[src/rtl/key_turn_conditioner_pkg.sv]
// Shared constants for the key turn conditioner.
//   turn_e        : request FSM encoding (bit0 = right pending, bit1 = left pending)
//   DEBOUNCE_BITS_DEF : default debounce counter width (2^18 cycles ~ 10.5 ms @ 25 MHz)
//   KEY_RIGHT/KEY_LEFT : lane indices into the per-key vectors
package key_turn_conditioner_pkg;
  localparam int DEBOUNCE_BITS_DEF = 18;
  localparam int NUM_KEYS          = 2;
  localparam int KEY_RIGHT         = 0;
  localparam int KEY_LEFT          = 1;

  typedef enum logic [1:0] {
    TURN_NONE  = 2'd0,
    TURN_RIGHT = 2'd1,
    TURN_LEFT  = 2'd2
  } turn_e;
endpackage

[src/rtl/key_turn_conditioner_key_debounce.sv]
// Per-key conditioner: 2-flop synchroniser, debounce counter and debounced level.
//   clk, rst_n : clock, async active-low reset
//   key_n      : raw active-low key, asynchronous to clk
//   deb        : debounced level (1 = released)
//   press      : one-cycle pulse on the accepted released->pressed flip
module key_debounce #(
  parameter int DEBOUNCE_BITS = 18
) (
  input  logic clk,
  input  logic rst_n,
  input  logic key_n,
  output logic deb,
  output logic press
);
  logic                     s1_q, s1_d;
  logic                     s2_q, s2_d;
  logic                     deb_q, deb_d;
  logic [DEBOUNCE_BITS-1:0] cnt_q, cnt_d;
  logic                     cnt_full;

  assign cnt_full = (cnt_q == '1);

  always_comb begin
    s1_d  = key_n;
    s2_d  = s1_q;
    deb_d = deb_q;
    cnt_d = cnt_q;
    // Any sample agreeing with the accepted level restarts the hold count.
    if (s2_q == deb_q) begin
      cnt_d = '0;
    end else if (cnt_full) begin
      deb_d = s2_q;
      cnt_d = '0;
    end else begin
      cnt_d = cnt_q + 1'b1;
    end
  end

  always_ff @(posedge clk or negedge rst_n) begin
    if (!rst_n) begin
      s1_q  <= 1'b1;
      s2_q  <= 1'b1;
      deb_q <= 1'b1;
      cnt_q <= '0;
    end else begin
      s1_q  <= s1_d;
      s2_q  <= s2_d;
      deb_q <= deb_d;
      cnt_q <= cnt_d;
    end
  end

  assign deb   = deb_q;
  // Only the 1->0 flip is an event; releases are silent.
  assign press = ~s2_q & deb_q & cnt_full;
endmodule

[src/rtl/key_turn_conditioner.sv]
// Conditions the right/left push-buttons into single pending turn requests
// for the game FSM. A debounced press loads a request that is held until the
// next game_tik consumes it.
//   clock_25    : 25 MHz system clock
//   reset       : async active-low reset
//   key_right_n : raw right button, active-low
//   key_left_n  : raw left button, active-low
//   game_tik    : one-cycle game step strobe, consumes the pending request
//   right_P     : pending right request (registered level)
//   left_P      : pending left request (registered level)
module key_turn_conditioner
  import key_turn_conditioner_pkg::*;
#(
  parameter int DEBOUNCE_BITS = DEBOUNCE_BITS_DEF
) (
  input  logic clock_25,
  input  logic reset,
  input  logic key_right_n,
  input  logic key_left_n,
  input  logic game_tik,
  output logic right_P,
  output logic left_P
);
  logic [NUM_KEYS-1:0] keys_n;
  logic [NUM_KEYS-1:0] press;
  logic [NUM_KEYS-1:0] key_deb_unused;
  turn_e               state_q, state_d;

  assign keys_n[KEY_RIGHT] = key_right_n;
  assign keys_n[KEY_LEFT]  = key_left_n;

  for (genvar k = 0; k < NUM_KEYS; k++) begin : g_key
    key_debounce #(
      .DEBOUNCE_BITS(DEBOUNCE_BITS)
    ) u_deb (
      .clk  (clock_25),
      .rst_n(reset),
      .key_n(keys_n[k]),
      .deb  (key_deb_unused[k]),
      .press(press[k])
    );
  end

  always_comb begin
    state_d = state_q;
    if (press[KEY_RIGHT] && press[KEY_LEFT]) begin
      state_d = TURN_NONE;           // conflicting presses cancel
    end else if (press[KEY_RIGHT]) begin
      state_d = TURN_RIGHT;          // last press wins, even over a pending one
    end else if (press[KEY_LEFT]) begin
      state_d = TURN_LEFT;
    end else if (game_tik) begin
      state_d = TURN_NONE;           // request consumed this step
    end
  end

  always_ff @(posedge clock_25 or negedge reset) begin
    if (!reset) state_q <= TURN_NONE;
    else        state_q <= state_d;
  end

  // Encoding makes each output a single state flop bit.
  assign right_P = state_q[0];
  assign left_P  = state_q[1];
endmodule

[config.mk]
export PLATFORM = sky130hd
export DESIGN_NAME = key_turn_conditioner
export DESIGN_NICKNAME = d
export VERILOG_FILES = /design/src/rtl/key_turn_conditioner_pkg.sv /design/src/rtl/key_turn_conditioner_key_debounce.sv /design/src/rtl/key_turn_conditioner.sv
export SDC_FILE = /design/constraint.sdc
export NUM_CORES = 1
export LEC_CHECK = 0
export BUFFER_PORTS_ARGS = -buffer_cell sky130_fd_sc_hd__buf_2
export CAP_MARGIN = 20
export CORE_MARGIN = 3
export CORE_UTILIZATION = 50
export CTS_CLUSTER_SIZE = 10
export DETAILED_ROUTE_END_ITERATION = 8
export PLACE_DENSITY = 0.69
export SKIP_CTS_REPAIR_TIMING = 1
export SLEW_MARGIN = 20
export SYNTH_ARGS = -nofsm -noshare
export SYNTH_HDL_FRONTEND = slang
export SYNTH_SLANG_ARGS = --single-unit
[constraint.sdc]
create_clock -name clock_25 -period 2 [get_ports clock_25]
set_input_delay 0.1 -clock clock_25 [delete_from_list [all_inputs] [get_ports clock_25]]
set_output_delay 0.1 -clock clock_25 [all_outputs]
set_load 0.005 [all_outputs]
* Yosys cells after proc, flatten, opt, wreduce, memory -nomap -nowiden
Cells that the tools add are included.
** Storage, ports and cells
- Flip-flop bits (word level) :: 44
- RAM bits :: 0
- Logic and storage cells :: 35
- Latch bits :: 0
- Input port bits :: 5
- ROM bits :: 0
- Output and inout port bits :: 2
- Memories kept :: 0
** Cells by class
- Shift-type cells :: 0
- Multiply operators :: 0
- Eq/ne operators :: 4
- Reduce and logical (&&, ||, !) cells :: 4
- $add $sub $neg :: 2
- Divide/modulo/power cells :: 0
- Bitwise logic cells :: 8
- Muxes and demuxes :: 8
- Order comparisons :: 0
** Operators by type and width (count)
- 18-bit two-way mux :: 4
- 18-bit by 1-bit adder with 18-bit output, second input constant :: 2
- 18-bit == test, second input constant :: 2
- 2-bit two-way mux :: 4
- 1-bit bitwise AND :: 4
- 1-bit NOT :: 4
- 2-bit AND reduction :: 2
- 4-bit nonzero test :: 1
- 1-bit == test :: 2
- 1-bit logical AND :: 1

* Depth between registers and ports, before layout
- Word-level depth :: 6
- Depth in mapped cells :: 7
- Gate-level depth less buffers :: 5

* Hierarchy
Synthesis repeated with hierarchy kept, for this count alone.
** Second synthesis, totals
- Cell total of the unflattened synthesis :: 199
- Area total of the unflattened synthesis :: 2192.1 sq um
** Modules (own cells, without submodules)
- key_debounce :: area each 1054.8 sq um, times used 2, cells each 96, sequential area each 529.3 sq um
- key_turn_conditioner :: area each 82.6 sq um, times used 1, cells each 7, sequential area each 50.0 sq um

* Worst setup path before layout
No wires, ideal clock.
- Path type :: reg2reg
- Start point :: reg g_key[1].u_deb.cnt_q[0]
- End point :: reg g_key[1].u_deb.deb_q
- Stages on the path, launching flop included :: 7
- Data required time :: 1918 ps
- Clock period less this slack :: 1991 ps
- Path slack :: 9 ps
- Data arrival time :: 1909 ps
- Setup time :: 82 ps
- Buffers on the path :: 1
- Cells stage by stage :: dfrtp_1 -> ha_1 -> nand4_2 -> or4_1 -> buf_2 -> nor3_1 -> mux2_2
** On the way
- Cells in the longest elaborated chain, start to end :: 2
** RTL lines
- start: declaration :: line key_turn_conditioner_key_debounce.sv:18 : logic [DEBOUNCE_BITS-1:0] cnt_q, cnt_d;
- start signal: assignment :: line key_turn_conditioner_key_debounce.sv:49 : cnt_q <= cnt_d;
- 18-bit == test :: line key_turn_conditioner_key_debounce.sv:21 : assign cnt_full = (cnt_q == '1);
- 2-bit AND reduction (no line)
- end signal: assignment :: line key_turn_conditioner_key_debounce.sv:43 : deb_q <= 1'b1;
- end signal: assignment :: line key_turn_conditioner_key_debounce.sv:48 : deb_q <= deb_d;
- end: declaration :: line key_turn_conditioner_key_debounce.sv:17 : logic deb_q, deb_d;
Every way passes these cells.
A chain may end at the register's enable or synchronous reset.

* Worst setup path in the final report
- Start point :: reg g_key[1].u_deb.cnt_q[1]
- End point :: reg g_key[1].u_deb.deb_q
The elaborated chain is that of the path after synthesis.

==> impl_metrics.ini <==
[logic_synthesis]
ys_seq_elements = 44
synth_edf_count = 0
netlist_area_sq_um = 2100
netlist_instances = 211
yosysTopAreaCell = dfrtp_1
ys_types = 34
synth-main-ff-cell = dfrtp_1
async_flop_share = 1.00
yosysSeqAreaShare = 0.527
yosysTopAreaCellShare = 0.452
synth_common_cells = dfrtp_1 (38), nor2_1 (32), xnor2_1 (13)
synth_top_cells_by_area = dfrtp_1 (45%), dfstp_2 (7.5%), nor2_1 (5.7%), xnor2_1 (5.4%), xor2_1 (4.6%)
avgSynthCellArea_sq_um = 9.96
syn_nets = 220
synth_warnings = 0
yosysMostFrequentCell = dfrtp_1

[hold_path]
hold_path.class = in2async

[drt]
wl_um = 3940
firstDrtPassIters = 4
wl_per_cell_um = 14.2
drc = 0
antenna_left = 0
drt_iter0_markers = 116
vias = 1589
viasPerCell = 5.74

[power_and_ir_drop]
clockPowerShare = 0.367
powerDensity_nw_per_um2 = 667
pwr-share-seq = 0.587
p_int_mw = 1.21
p_sw_mw = 0.357
vdd_drop_max_mv = 0.413
leakage_nw = 0.971
p_sw_frac = 0.228
p_comb_frac = 0.046

[sta]
hold_viol = 38
slew-limit-headroom = 0.380
fmax_mhz = 520
tightest_slew_ns = 0.931
drv_slew = 0
setup_violations = 0
rsz0062_at_grt = no
finalCritPeriodShare = 0.962
whs_ns = -0.0596
setup_slack_ns = 0.0767
period_needed_ns = 1.92
finClkSkew_ns = 0.00553

[finish]
post-route-util = 0.609
regArea_sq_um = 1110
drive_gt1_frac = 0.166
nNetsFinal = 237
fill_cells = 348
area_growth_pct = 11.6
multi_input_area_sq_um = 941
n_antenna_cell = 0
fin_cells = 277

[job]
cap_viol_max_count = 0

[critical_path]
start_kind = register
cp_max_fo = 6
worst_r2r_path_depth = 5
crit_type = reg2reg
cp.required_ns = 2.23
end_kind = register
critPathArrivalTime_ns = 2.15

[grt]
antenna_found_initial = 0
grt.overflow.total = 0
track_usage = 0.173
grt_pass1_wl_um = 6960
grt_pass1_vias = 1579
grt_max_degree = 45

[die]
core_sq_um = 3850
die_area_sq_um = 5020
die_h_um = 70.8
num_rows = 22
fp.dieW_um = 70.8
ios = 7
start_util = 0.545

[placement]
portBuffers = 6
place_inst = 267
gp_congestion = 0.833
dp.final_hpwl_um = 2720
place_ws_ns = 0.0331

[clock_tree]
cts_tree = built
cts_buffers = 5
clock_latency_ns = 0.29
htreeDepth = 2
cts_root_buffer = clkbuf_8
clk_pin_slew_worst_paths_ns = 0.08
clockBufferDepth = 2
cts_sinks = 44

[outcome]
status = finished, violations left
violations = hold timing
-- path summary, 6_finish.rpt --
path	startpoint	end	slack, ns
setup / recovery	g_key[1].u_deb.cnt_q[1]	g_key[1].u_deb.deb	0.08
hold / removal	reset	g_key[0].u_deb.cnt_q[16]	-0.06
hold reg to reg	g_key[1].u_deb.s1_q	g_key[1].u_deb.s2_q	0.36
min in group clock_25	game_tik	state_q[0]	0.10
max in group asynchronous	reset	g_key[1].u_deb.cnt_q[7]	1.48
setup reg to reg	g_key[1].u_deb.cnt_q[1]	g_key[1].u_deb.deb	0.08
-- routing by layer --
layer / global-route usage / wire length, um / share of wire
met1: 0.219 / 1820 / 0.46
met2: 0.268 / 1840 / 0.47
met3: 0.0497 / 180 / 0.046
met4: 0.0939 / 106 / 0.027
met5: 0 / 0 / 0
-- logic make-up (layout without fill, tap and decap cells) --
group,after synthesis,count (layout),share of synthesized area
buf+inv,15,33,0.0292
compound gates,21,21,0.0631
flops,44,44,0.527
fa+ha+maj,4,4,0.0238
simple gates,101,101,0.246
xor+xnor,24,24,0.100
mux,2,2,0.0107
-- metrics by stage --
step	power (mW)	cell area [sq um]	TNS [ns]	hold WS, ns
after global placement	1.00	2220	0	0.206
after floorplan	0.968	2100	0	-0.196
after CTS	1.58	2320	-0.0337	-0.113
after detailed placement	1.01	2220	0	0.207
final	1.57	2350	0	-0.0596
after global routing	1.64	2350	0	0.0218
-- final cells by class --
cell class,count,area share
inverters,9,0.0144
repair buffers,16,0.0469
flip-flops and latches,44,0.473
well taps,48,0.0256
clock inverters,2,0.00427
multi-input cells,152,0.401
clock buffers,6,0.0352
-- power by group through the flow --
stage / sequential (mW) / combinational, mW / clock [mW]
final: 0.918 / 0.0719 / 0.575
after global routing: 0.920 / 0.0843 / 0.636
after detailed placement: 0.935 / 0.0709 / 0
after global placement: 0.933 / 0.0680 / 0
after floorplan: 0.933 / 0.0351 / 0
after CTS: 0.918 / 0.0712 / 0.588
-- registers in the layout, summed over array words and instances, names as in the netlist --
register / cells
g_key.u_deb.cnt_q: 36
g_key.u_deb.deb: 2
g_key.u_deb.s1_q: 2
g_key.u_deb.s2_q: 2
state_q: 2
-- cells in the final DEF (no fill, tap or decap) --
master and instances:
or2_2 2, inv_1 9, nor3_1 4, o21bai_2 1, buf_2 6, nand4_2 1, or4_1 3, xor2_1 11
mux2_2 2, dfrtp_1 38, nor3_2 1, ha_1 4, nand4_1 12, clkbuf_8 6, and3_1 2, or4_4 1
o31ai_1 2, a31oi_1 1, xnor2_1 13, nand4b_1 1, nand2b_1 2, nor2_1 32, o21a_1 1, o211ai_1 2
a21oi_1 8, buf_4 8, o21ai_0 4, clkinv_2 2, nand2_1 12, dfstp_2 6, a31o_2 2, and2_1 2
and4_1 1, dlygate4sd3_1 2, nand3_1 12, nor2b_1 1, or3_1 6, nor4_1 6
-- worst max-delay path, cell delays in order (launching register included) --
cell and delay (ns):
dfrtp_1 0.39, ha_1 0.20, nand4_2 0.12, or4_4 0.57, nor3_2 0.21, mux2_2 0.35
Power figures use the tool's default switching activity.
